## src/rtl/ss_pkg.sv

```systemverilog
// Shared definitions for ss streaming endpoints: error bit indices, LFSR seed,
// FSM states and keep-mask helpers.
package ss_pkg;

    localparam int unsigned ERR_W          = 4;
    localparam int unsigned ERR_VALID_DROP = 0;
    localparam int unsigned ERR_UNSTABLE   = 1;
    localparam int unsigned ERR_BAD_KEEP   = 2;
    localparam int unsigned ERR_OVERLEN    = 3;

    localparam int unsigned LFSR_W            = 16;
    localparam logic [15:0] LFSR_DEFAULT_SEED = 16'hACE1;

    // Keep masks are passed zero-extended to this width; n gives the real width.
    localparam int unsigned KEEP_MAX_W = 32;

    typedef enum logic [0:0] {
        ST_IDLE = 1'b0,
        ST_BODY = 1'b1
    } ss_state_e;

    function automatic int unsigned keep_popcount(input logic [KEEP_MAX_W-1:0] keep,
                                                  input int unsigned           n);
        int unsigned cnt;
        cnt = 0;
        for (int unsigned i = 0; i < KEEP_MAX_W; i++) begin
            if (i < n) begin
                cnt = cnt + 32'(keep[i]);
            end
        end
        return cnt;
    endfunction

    // Legal last-beat keep: non-zero and ones packed against the MSB of the n-bit field.
    function automatic logic keep_is_legal(input logic [KEEP_MAX_W-1:0] keep,
                                           input int unsigned           n);
        logic [KEEP_MAX_W-1:0] mask;
        logic [KEEP_MAX_W-1:0] inv;
        mask = '0;
        for (int unsigned i = 0; i < KEEP_MAX_W; i++) begin
            mask[i] = (i < n);
        end
        inv = ~keep & mask;
        return ((keep & mask) != '0) && ((inv & (inv + 32'd1)) == '0);
    endfunction

endpackage

```

## src/rtl/ss_lfsr16.sv

```systemverilog
// 16-bit Fibonacci LFSR (x^16+x^14+x^13+x^11); exposes bit 0 of the next state
// so the owner can register it in lockstep with the LFSR itself.
module ss_lfsr16
    import ss_pkg::*;
(
    input  logic        clk,
    input  logic        rst,
    input  logic [15:0] seed_i,
    output logic        next_bit_c_o
);

    logic [LFSR_W-1:0] lfsr_q;
    logic [LFSR_W-1:0] lfsr_d;

    always_comb begin
        lfsr_d = {lfsr_q[14:0], lfsr_q[15] ^ lfsr_q[13] ^ lfsr_q[12] ^ lfsr_q[10]};
    end

    assign next_bit_c_o = lfsr_d[0];

    // An all-zero seed would lock the register, so substitute the default.
    always_ff @(posedge clk) begin
        if (rst) begin
            lfsr_q <= (seed_i == 16'h0000) ? LFSR_DEFAULT_SEED : seed_i;
        end else begin
            lfsr_q <= lfsr_d;
        end
    end

endmodule

```

## config.mk

```make
export PLATFORM = sky130hd
export DESIGN_NAME = ss_lfsr16
export DESIGN_NICKNAME = d
export VERILOG_FILES = /design/src/rtl/ss_pkg.sv /design/src/rtl/ss_lfsr16.sv
export SDC_FILE = /design/constraint.sdc
export NUM_CORES = 1
export LEC_CHECK = 0
export BUFFER_PORTS_ARGS = -buffer_cell sky130_fd_sc_hd__buf_2
export CAP_MARGIN = 20
export CORE_MARGIN = 3
export CORE_UTILIZATION = 41
export CTS_CLUSTER_SIZE = 30
export DETAILED_ROUTE_END_ITERATION = 10
export PLACE_DENSITY = 0.69
export SYNTH_ARGS = -nofsm -noshare
export SYNTH_HDL_FRONTEND = slang
export SYNTH_SLANG_ARGS = --single-unit
```

## constraint.sdc

```tcl
create_clock -name clk -period 1.4 [get_ports clk]
set_input_delay 0.14 -clock clk [delete_from_list [all_inputs] [get_ports clk]]
set_output_delay 0.14 -clock clk [all_outputs]
set_load 0.05 [all_outputs]
```

### Yosys cells after proc, flatten, opt, wreduce, memory -nomap -nowiden

Index checks and enable logic that the tools add are counted.

| word-level totals | value |
|---|---|
| register bits after elaboration | 16 |
| input port bits | 18 |
| word-level logic and storage cells | 7 |

| cells by class | value |
|---|---|
| multiplexer cells | 2 |
| bitwise operators | 3 |
| reduce and logical (&&, ||, !) cells | 1 |

Operators with widths:

| kind | number |
|---|---|
| $mux W16 | 2 |
| $logic_not A16 Y1 | 1 |
| $xor A1 B1 Y1 | 3 |

### Logic depth before layout (Yosys ltp)

Gate-level depths: netlist (run 1).

| logic depth | value |
|---|---|
| word-level depth | 4 |
| mapped depth | 3 |
| gate-level depth less buffers | 3 |

### Worst setup path after synthesis (run 1)

Ideal clock, no wire load.

| timing path | value |
|---|---|
| kind | register to register |
| start point | register lfsr_q[13] |
| end point | register lfsr_q[0] |
| library setup time | 0.060 ns |
| arrival | 1.622 ns |
| data required time | 1.340 ns |
| setup slack | -0.282 ns |
| cell stages (with the launch flop) | 4 |
| clock period less this slack | 1.682 ns |
| cells stage by stage | dfxtp_1 > xor2_1 > xnor2_1 > o22a_2 |

| on the way | value |
|---|---|
| word-level cells in the longest chain between the ends | 4 |

RTL lines:

| element | RTL line | text |
|---|---|---|
| start, declared | ss_lfsr16.sv:12 | `logic [LFSR_W-1:0] lfsr_q;` |
| start signal, assigned | ss_lfsr16.sv:24 | `lfsr_q <= (seed_i == 16'h0000) ? LFSR_DEFAULT_SEED : seed_i;` |
| start signal, assigned | ss_lfsr16.sv:26 | `lfsr_q <= lfsr_d;` |
| $xor A1 B1 Y1 (3 in a row) | ss_lfsr16.sv:16 | `lfsr_d = {lfsr_q[14:0], lfsr_q[15] ^ lfsr_q[13] ^ lfsr_q[12] ^ lfsr_q[10]};` |
| net next_bit_c_o | ss_lfsr16.sv:9 | `output logic next_bit_c_o` |
| $mux W16 | ss_lfsr16.sv:23 | `if (rst) begin` |

The timed path passes the listed nets, and every way through them passes these cells.

### Worst setup path after layout (run 1)

| timing path | value |
|---|---|
| start point | register lfsr_q[13] |
| end point | output next_bit_c_o |

| on the way | value |
|---|---|
| word-level cells in the longest chain between the ends | 3 |

RTL lines:

| element | RTL line |
|---|---|
| $xor A1 B1 Y1 (3 in a row) | ss_lfsr16.sv:16 |
| end, declared | ss_lfsr16.sv:9 |

Every way passes these cells.

==> impl_metrics.ini, run 1 <==
[synthesis]
ys_async_sr_fraction = 0
fraction_of_the_yosys_area_taken_by_sequential_cells = 0.5482
ys_top_cells_by_count = sky130_fd_sc_hd__dfxtp_1 (16), sky130_fd_sc_hd__mux2_2 (8), sky130_fd_sc_hd__o22a_1 (7), sky130_fd_sc_hd__or4_4 (3)
cell_variety_after_synth = 10
count_of_mapped_cells_out_of_synthesis = 42
synth_fp_nets = 60
top_ff_cell_synth = sky130_fd_sc_hd__dfxtp_1
synth_enable_flop_cells = 0
yosys_warnings = 0
ys_ff_latch = 16
yosys.cell_count.top_type = sky130_fd_sc_hd__dfxtp_1
syn_area_per_cell_um2 = 13.91
synth_largest_type_area_fraction = 0.5482
synth.area.top_cells = sky130_fd_sc_hd__dfxtp_1 (55%), sky130_fd_sc_hd__mux2_2 (15%), sky130_fd_sc_hd__o22a_1 (10%)
synth.cell_area_um2 = 584.3
yosys.area.top_type = sky130_fd_sc_hd__dfxtp_1

[clock_tree]
ctsRootBufferMaster = sky130_fd_sc_hd__clkbuf_4
cts_tree = done
post_cts_hold_buffer_count = 0
path_clk_slew_ns = 0.09
ctsLongestPathBuffers = 2
tritoncts_num_sinks = 16
worst_skew_pair.late_latency_ns = 0.27
cts_setup_buffers = 0
cts_made_buffers = 3
htree_levels = 1

[placement]
numPortBuffers = 18
gp_routability_congestion = 0.7265
pre_cts_ws_ns = -0.1313
dp.cells = 80

[timing]
worst_hold_slack_ns = 0.08333
worst_pin_slew_ns = 0.3488
report.final.setup_viol = 0
postLayoutSetupSlackWorst_ns = 0.06555
post-route-period-util = 0.9532
max_freq_mhz = 749.4
layout_min_cycle_time_ns = 1.334
post_route_clock_skew_ns = 0.0006530
timing.final.hold_violations = 0
timing.slew.headroom = 0.7674
finalMaxSlewViolations = 0
grt_setup_unrepaired = no

[layout]
post_route_cells_drive_above_1_share = 0.6571
largestRegisters = lfsr_q: 16 flops
area_delta_synth_final_pct = 37.90
largest-register = lfsr_q
layout.filler_cells = 108
final_cells = 84
seqCellArea_um2 = 320.3
max_ffs_per_register = 16
n_antenna_cell = 0
multi_input_comb_area_um2 = 279.0
nNetsFinal = 89

[setup_path]
setup.reg_to_reg.worst_slack_ns = 0.43
cp.arrival_ns = 1.19
cp-end-kind = output pin
worst_path_dominant_cell_family = XOR/XNOR gates
critical_path_buf_inv_count = 1
critical_path_class = reg2out
worstPathCellList = xor2_2, xnor2_2, buf_4
worstSetupStartpointType = flip-flop
worstSetupStartpoint = lfsr_q[13]
worst-endpoint-required_ns = 1.26
timing.critical_path.slowest_stage_cell = sky130_fd_sc_hd__dfxtp_1
critical_path.max_stage_delay_ns = 0.34
critPathMaxFanout = 2
rr_startpoint = lfsr_q[13]

[detailed_routing]
routed_via_density = 5.071
detail_route.wl_per_cell_um = 13.00
wirelength_mm = 1.092
route.vias.total = 426
detailedRoute.firstIterationViolations = 0
drc = 0
detail-route-antenna-nets = 0
drt_pre_antenna_iters = 1

[global_routing]
grt_first_pass_wirelength_mm = 1.842
grt.busiest_layer = met2
grt_usage = 0.1316
grt_antenna_before_repair = 0
grt_pass1_vias = 484
groute.layer.met3.usage = 0.02905
met2_usage_grt = 0.2616
maximum_number_of_pins_on_one_net_before_global_route_repair = 18
grt.met1_usage = 0.1250
overflow = 0

[power]
cellLeakagePower_uw = 0.0003658
worst_supply_voltage_drop_on_vdd_mv = 0.7032
powerDensity_nw_per_um2 = 1274

[outcome]
status = completed

[floorplanning]
fp.dieW_um = 43.75
start_util = 0.4805
ioPinCount = 19
die_height_um = 43.75
design.die.area_um2 = 1914
fp.coreArea_um2 = 1216
row_count = 12

[worst_hold_path]
min_from = seed_i[10]
min-delay-path-class = in2reg

[run]
number_of_max_capacitance_violations_reported = 0
-- worst paths after layout --
check             depth (start not counted)           end
setup / recovery                          3  next_bit_c_o
hold / removal                            2    lfsr_q[10]
setup reg to reg                          3     lfsr_q[0]
hold reg to reg                           1     lfsr_q[5]
-- timing repair --
| action | in CTS | in global routing |
|---|---|---|
| resized for setup | 1 | 2 |
| setup endpoints to repair | 1 | 1 |
| hold endpoints to repair | 0 | 0 |
-- layout by cell type, fill, tap and decap left out --
cell type                  synthesis  routed
sky130_fd_sc_hd__buf_2             0      17
sky130_fd_sc_hd__dfxtp_1          16      16
sky130_fd_sc_hd__buf_4             0       9
sky130_fd_sc_hd__mux2_2            8       8
sky130_fd_sc_hd__o22a_1            7       7
sky130_fd_sc_hd__or4_4             3       3
sky130_fd_sc_hd__clkbuf_4          0       3
sky130_fd_sc_hd__xnor2_2           0       2
sky130_fd_sc_hd__or4_1             1       1
sky130_fd_sc_hd__o41ai_4           1       1
sky130_fd_sc_hd__xor2_2            0       1
sky130_fd_sc_hd__o22a_2            1       1
sky130_fd_sc_hd__clkbuf_8          0       1
-- stage by stage --
stage / util / area [um2] / setup TNS [ns] / power (uW)
after floorplan: - / 591.8 / -0.1359 / 665.9
after global placement: 0.6183 / 752.0 / -0.8312 / 734.3
after detailed placement: 0.6183 / 752.0 / -0.9631 / 738.2
after CTS: 0.6502 / 790.8 / 0 / 1028
after global routing: 0.6626 / 805.8 / 0 / 1072
final: 0.6626 / 805.8 / 0 / 1027
-- per-layer routing --
layer | vias up | share of wire
met5 | - | 0
met4 | 0 | 0.0046
met3 | 2 | 0.049
met2 | 10 | 0.54
met1 | 196 | 0.40
li1 | 218 | -
-- layout make-up --
cell class                 instances  share of cell area
timing repair buffer              26              0.1894
multi-input combinational         24              0.3463
sequential                        16              0.3975
tap                               14             0.02174
clock buffer                       4             0.04503
-- kinds of logic after synthesis --
| group | count (synthesis) | synth area share |
|---|---|---|
| XOR/XNOR | 3 | 0.04498 |
| multiplexers | 8 | 0.1542 |
| flip-flops | 16 | 0.5482 |
| AND/OR/NAND/NOR | 4 | 0.07066 |
| buffers and inverters | 2 | 0.01285 |
| AO/OA/AOI/OAI | 9 | 0.1692 |
-- where the power goes --
group / switching [uW] / internal, uW / total, uW
Combinational: 98.0 / 115 / 213
Clock: 129 / 158 / 286
Sequential: 20.5 / 507 / 528
Total: 247 / 780 / 1030
Power figures use the tool's default switching activity.
==> run 2, diff against run 1 <==
==> config.mk (replaced) <==
export PLATFORM = sky130hd
export DESIGN_NAME = ss_lfsr16
export DESIGN_NICKNAME = d
export VERILOG_FILES = /design/src/rtl/ss_pkg.sv /design/src/rtl/ss_lfsr16.sv
export SDC_FILE = /design/constraint.sdc
export NUM_CORES = 1
export LEC_CHECK = 0
export CAP_MARGIN = 20
export CORE_AREA = 3 3 40 42
export CTS_CLUSTER_SIZE = 30
export DETAILED_ROUTE_END_ITERATION = 10
export DIE_AREA = 0 0 43 45
export DONT_BUFFER_PORTS = 1
export SYNTH_ARGS = -nofsm -noshare
export SYNTH_HDL_FRONTEND = slang
export SYNTH_SLANG_ARGS = --single-unit
==> impl_metrics.ini, run 2 (same netlist as run 1, synthesis figures left out) <==
[run]
number_of_max_capacitance_violations_reported = 0

[layout]
largest-register = lfsr_q
post_route_cells_drive_above_1_share = 0.3710
final_common_cell = sky130_fd_sc_hd__dlygate4sd3_1
layout.filler_cells = 109
seqCellArea_um2 = 321.6
final_cell_mix = sky130_fd_sc_hd__dlygate4sd3_1 (16), sky130_fd_sc_hd__dfxtp_1 (15), sky130_fd_sc_hd__mux2_2 (8), sky130_fd_sc_hd__o22a_1 (7)
area_delta_synth_final_pct = 41.76
n_antenna_cell = 0
max_ffs_per_register = 16
largestRegisters = lfsr_q: 16 flops
final_core_util = 0.6446
final_cells = 77
nNetsFinal = 82
multi_input_comb_area_um2 = 279.0

[timing]
post-route-period-util = 0.9510
setup-tns-final_ns = 0
worst_pin_slew_ns = 0.2598
timing.final.hold_violations = 0
report.final.setup_viol = 0
max_freq_mhz = 751.1
timing.slew.headroom = 0.8262
finalMaxSlewViolations = 0
post_route_clock_skew_ns = 0.001566
layout_min_cycle_time_ns = 1.331

[setup_path]
critical_path_class = reg2out
worstSetupStartpointType = flip-flop
critical_path.max_stage_delay_ns = 0.35
cp.depth = 3
worst_r2r_path_depth = 3
timing.critical_path.slowest_stage_cell = sky130_fd_sc_hd__dfxtp_1
critPathMostFrequentCell = sky130_fd_sc_hd__xnor2_2
rr_startpoint = lfsr_q[12]
worstPathCellList = xnor2_2, xnor2_2, buf_6
worst_path_dominant_cell_family = XOR/XNOR gates
setup.reg_to_reg.worst_slack_ns = 0.40
critical_path_buf_inv_count = 1
cp.arrival_ns = 1.19
r2r-end = lfsr_q[0]
worst-endpoint-required_ns = 1.26
critPathMaxFanout = 2
cp-end-kind = output pin

[power]
switching_share = 0.2540
share_of_power_burned_in_registers = 0.540
internal_power_uw = 732.3
pwr-share-clk = 0.239
pwr-share-comb = 0.221
switching_power_uw = 249.3
powerDensity_nw_per_um2 = 1185
worst_supply_voltage_drop_on_vdd_mv = 0.7607
finalPower_uw = 981.6
cellLeakagePower_uw = 0.0003308

[global_routing]
grt_pass1_vias = 501
grt_usage = 0.1527
maximum_number_of_pins_on_one_net_before_global_route_repair = 13
grt_antenna_before_repair = 0
grt_first_pass_wirelength_mm = 2.076
overflow = 0

[worst_hold_path]
min-delay-path-class = in2reg
min_from = rst
worst_hold_path.num_cells = 1
whs_endpoint = lfsr_q[11]

[placement]
numPortBuffers = 0
dp.cells = 58
gp_routability_congestion = 0.6767

[detailed_routing]
detail_route.wl_per_cell_um = 18.19
detailedRoute.firstIterationViolations = 1
drt_pre_antenna_iters = 2
routed_via_density = 5.584
detail-route-antenna-nets = 0
wirelength_mm = 1.401
route.vias.total = 430
drc = 0

[clock_tree]
tritoncts_num_sinks = 16
ctsRootBufferMaster = sky130_fd_sc_hd__clkbuf_4
cts_made_buffers = 3
worst_skew_pair.late_latency_ns = 0.28
cts_tree = done
htree_levels = 1
ctsLongestPathBuffers = 2
path_clk_slew_ns = 0.09

[floorplanning]
die_height_um = 45
ioPinCount = 19
fp.dieW_um = 43
fp.coreArea_um2 = 1285
design.die.area_um2 = 1935
start_util = 0.4547
row_count = 13

[outcome]
status = completed
-- run 2: cell count changes in the layout (fill, tap and decap cells not counted) --
| cell | before | now |
|---|---|---|
| sky130_fd_sc_hd__buf_2 | 17 | 0 |
| sky130_fd_sc_hd__dlygate4sd3_1 | 0 | 16 |
| sky130_fd_sc_hd__buf_4 | 9 | 2 |
| sky130_fd_sc_hd__buf_6 | 0 | 1 |
| sky130_fd_sc_hd__clkbuf_8 | 1 | 0 |
| sky130_fd_sc_hd__dfxtp_1 | 16 | 15 |
| sky130_fd_sc_hd__dfxtp_2 | 0 | 1 |
-- run 2: power by group through the flow --
| stage | Sequential (uW) | Combinational, uW | Clock (uW) |
|---|---|---|---|
| final | 530 | 217 | 235 |
| after global routing | 535 | 229 | 263 |
| after CTS | 527 | 195 | 241 |
| after detailed placement | 536 | 161 | 0 |
| after global placement | 534 | 157 | 0 |
| after floorplan | 530 | 136 | 0 |
-- run 2: cell type report --
class,count,area share
Sequential cell,16,0.3882
Multi-Input combinational cell,24,0.3369
Timing Repair Buffer,19,0.2251
Clock buffer,3,0.02719
Tap cell,15,0.02266
-- run 2: worst reg2reg max path, delay by kind of cell, from the launching register on --
| family | cells | cell delay, ns |
|---|---|---|
| flops | 1 | 0.35 |
| compound gates | 1 | 0.21 |
| xor+xnor | 2 | 0.33 |
-- run 2: worst max-delay path by stage --
| stage | from | endpoint |
|---|---|---|
| after global routing | lfsr_q[12] | next_bit_c_o |
| after detailed placement | seed_i[12] | lfsr_q[6] |
| after floorplan | seed_i[12] | lfsr_q[10] |
| final | lfsr_q[12] | next_bit_c_o |
| after global placement | seed_i[12] | lfsr_q[7] |
| after CTS | lfsr_q[13] | next_bit_c_o |
-- run 2: timing repair --
action / in CTS / in global routing
setup buffers: 0 / 0
hold buffers: 13 / 3
hold endpoints to repair: 13 / 5
setup endpoints to repair: 1 / 1
resized for setup: 1 / 3
pin swaps: 0 / 1
-- run 2: layer usage --
layer  up-vias  GRT usage  wire (um)
li1        201          -          -
met5         -          0          0
met1       205     0.1601        537
met2        20     0.2784        741
met3         4    0.03586         98
met4         0    0.09036         23
-- run 2: per-stage QoR --
| step | setup WS [ns] | cell area [um2] | hold WS [ns] |
|---|---|---|---|
| CTS | 0.03015 | 785.8 | 0.00009184 |
| floorplan | -0.01769 | 591.8 | 0.2591 |
| global route | -0.009029 | 828.3 | -0.0004735 |
| global placement | -0.004247 | 625.6 | 0.2614 |
| finish | 0.06858 | 828.3 | 0.006324 |
| detailed placement | -0.02898 | 625.6 | 0.2639 |
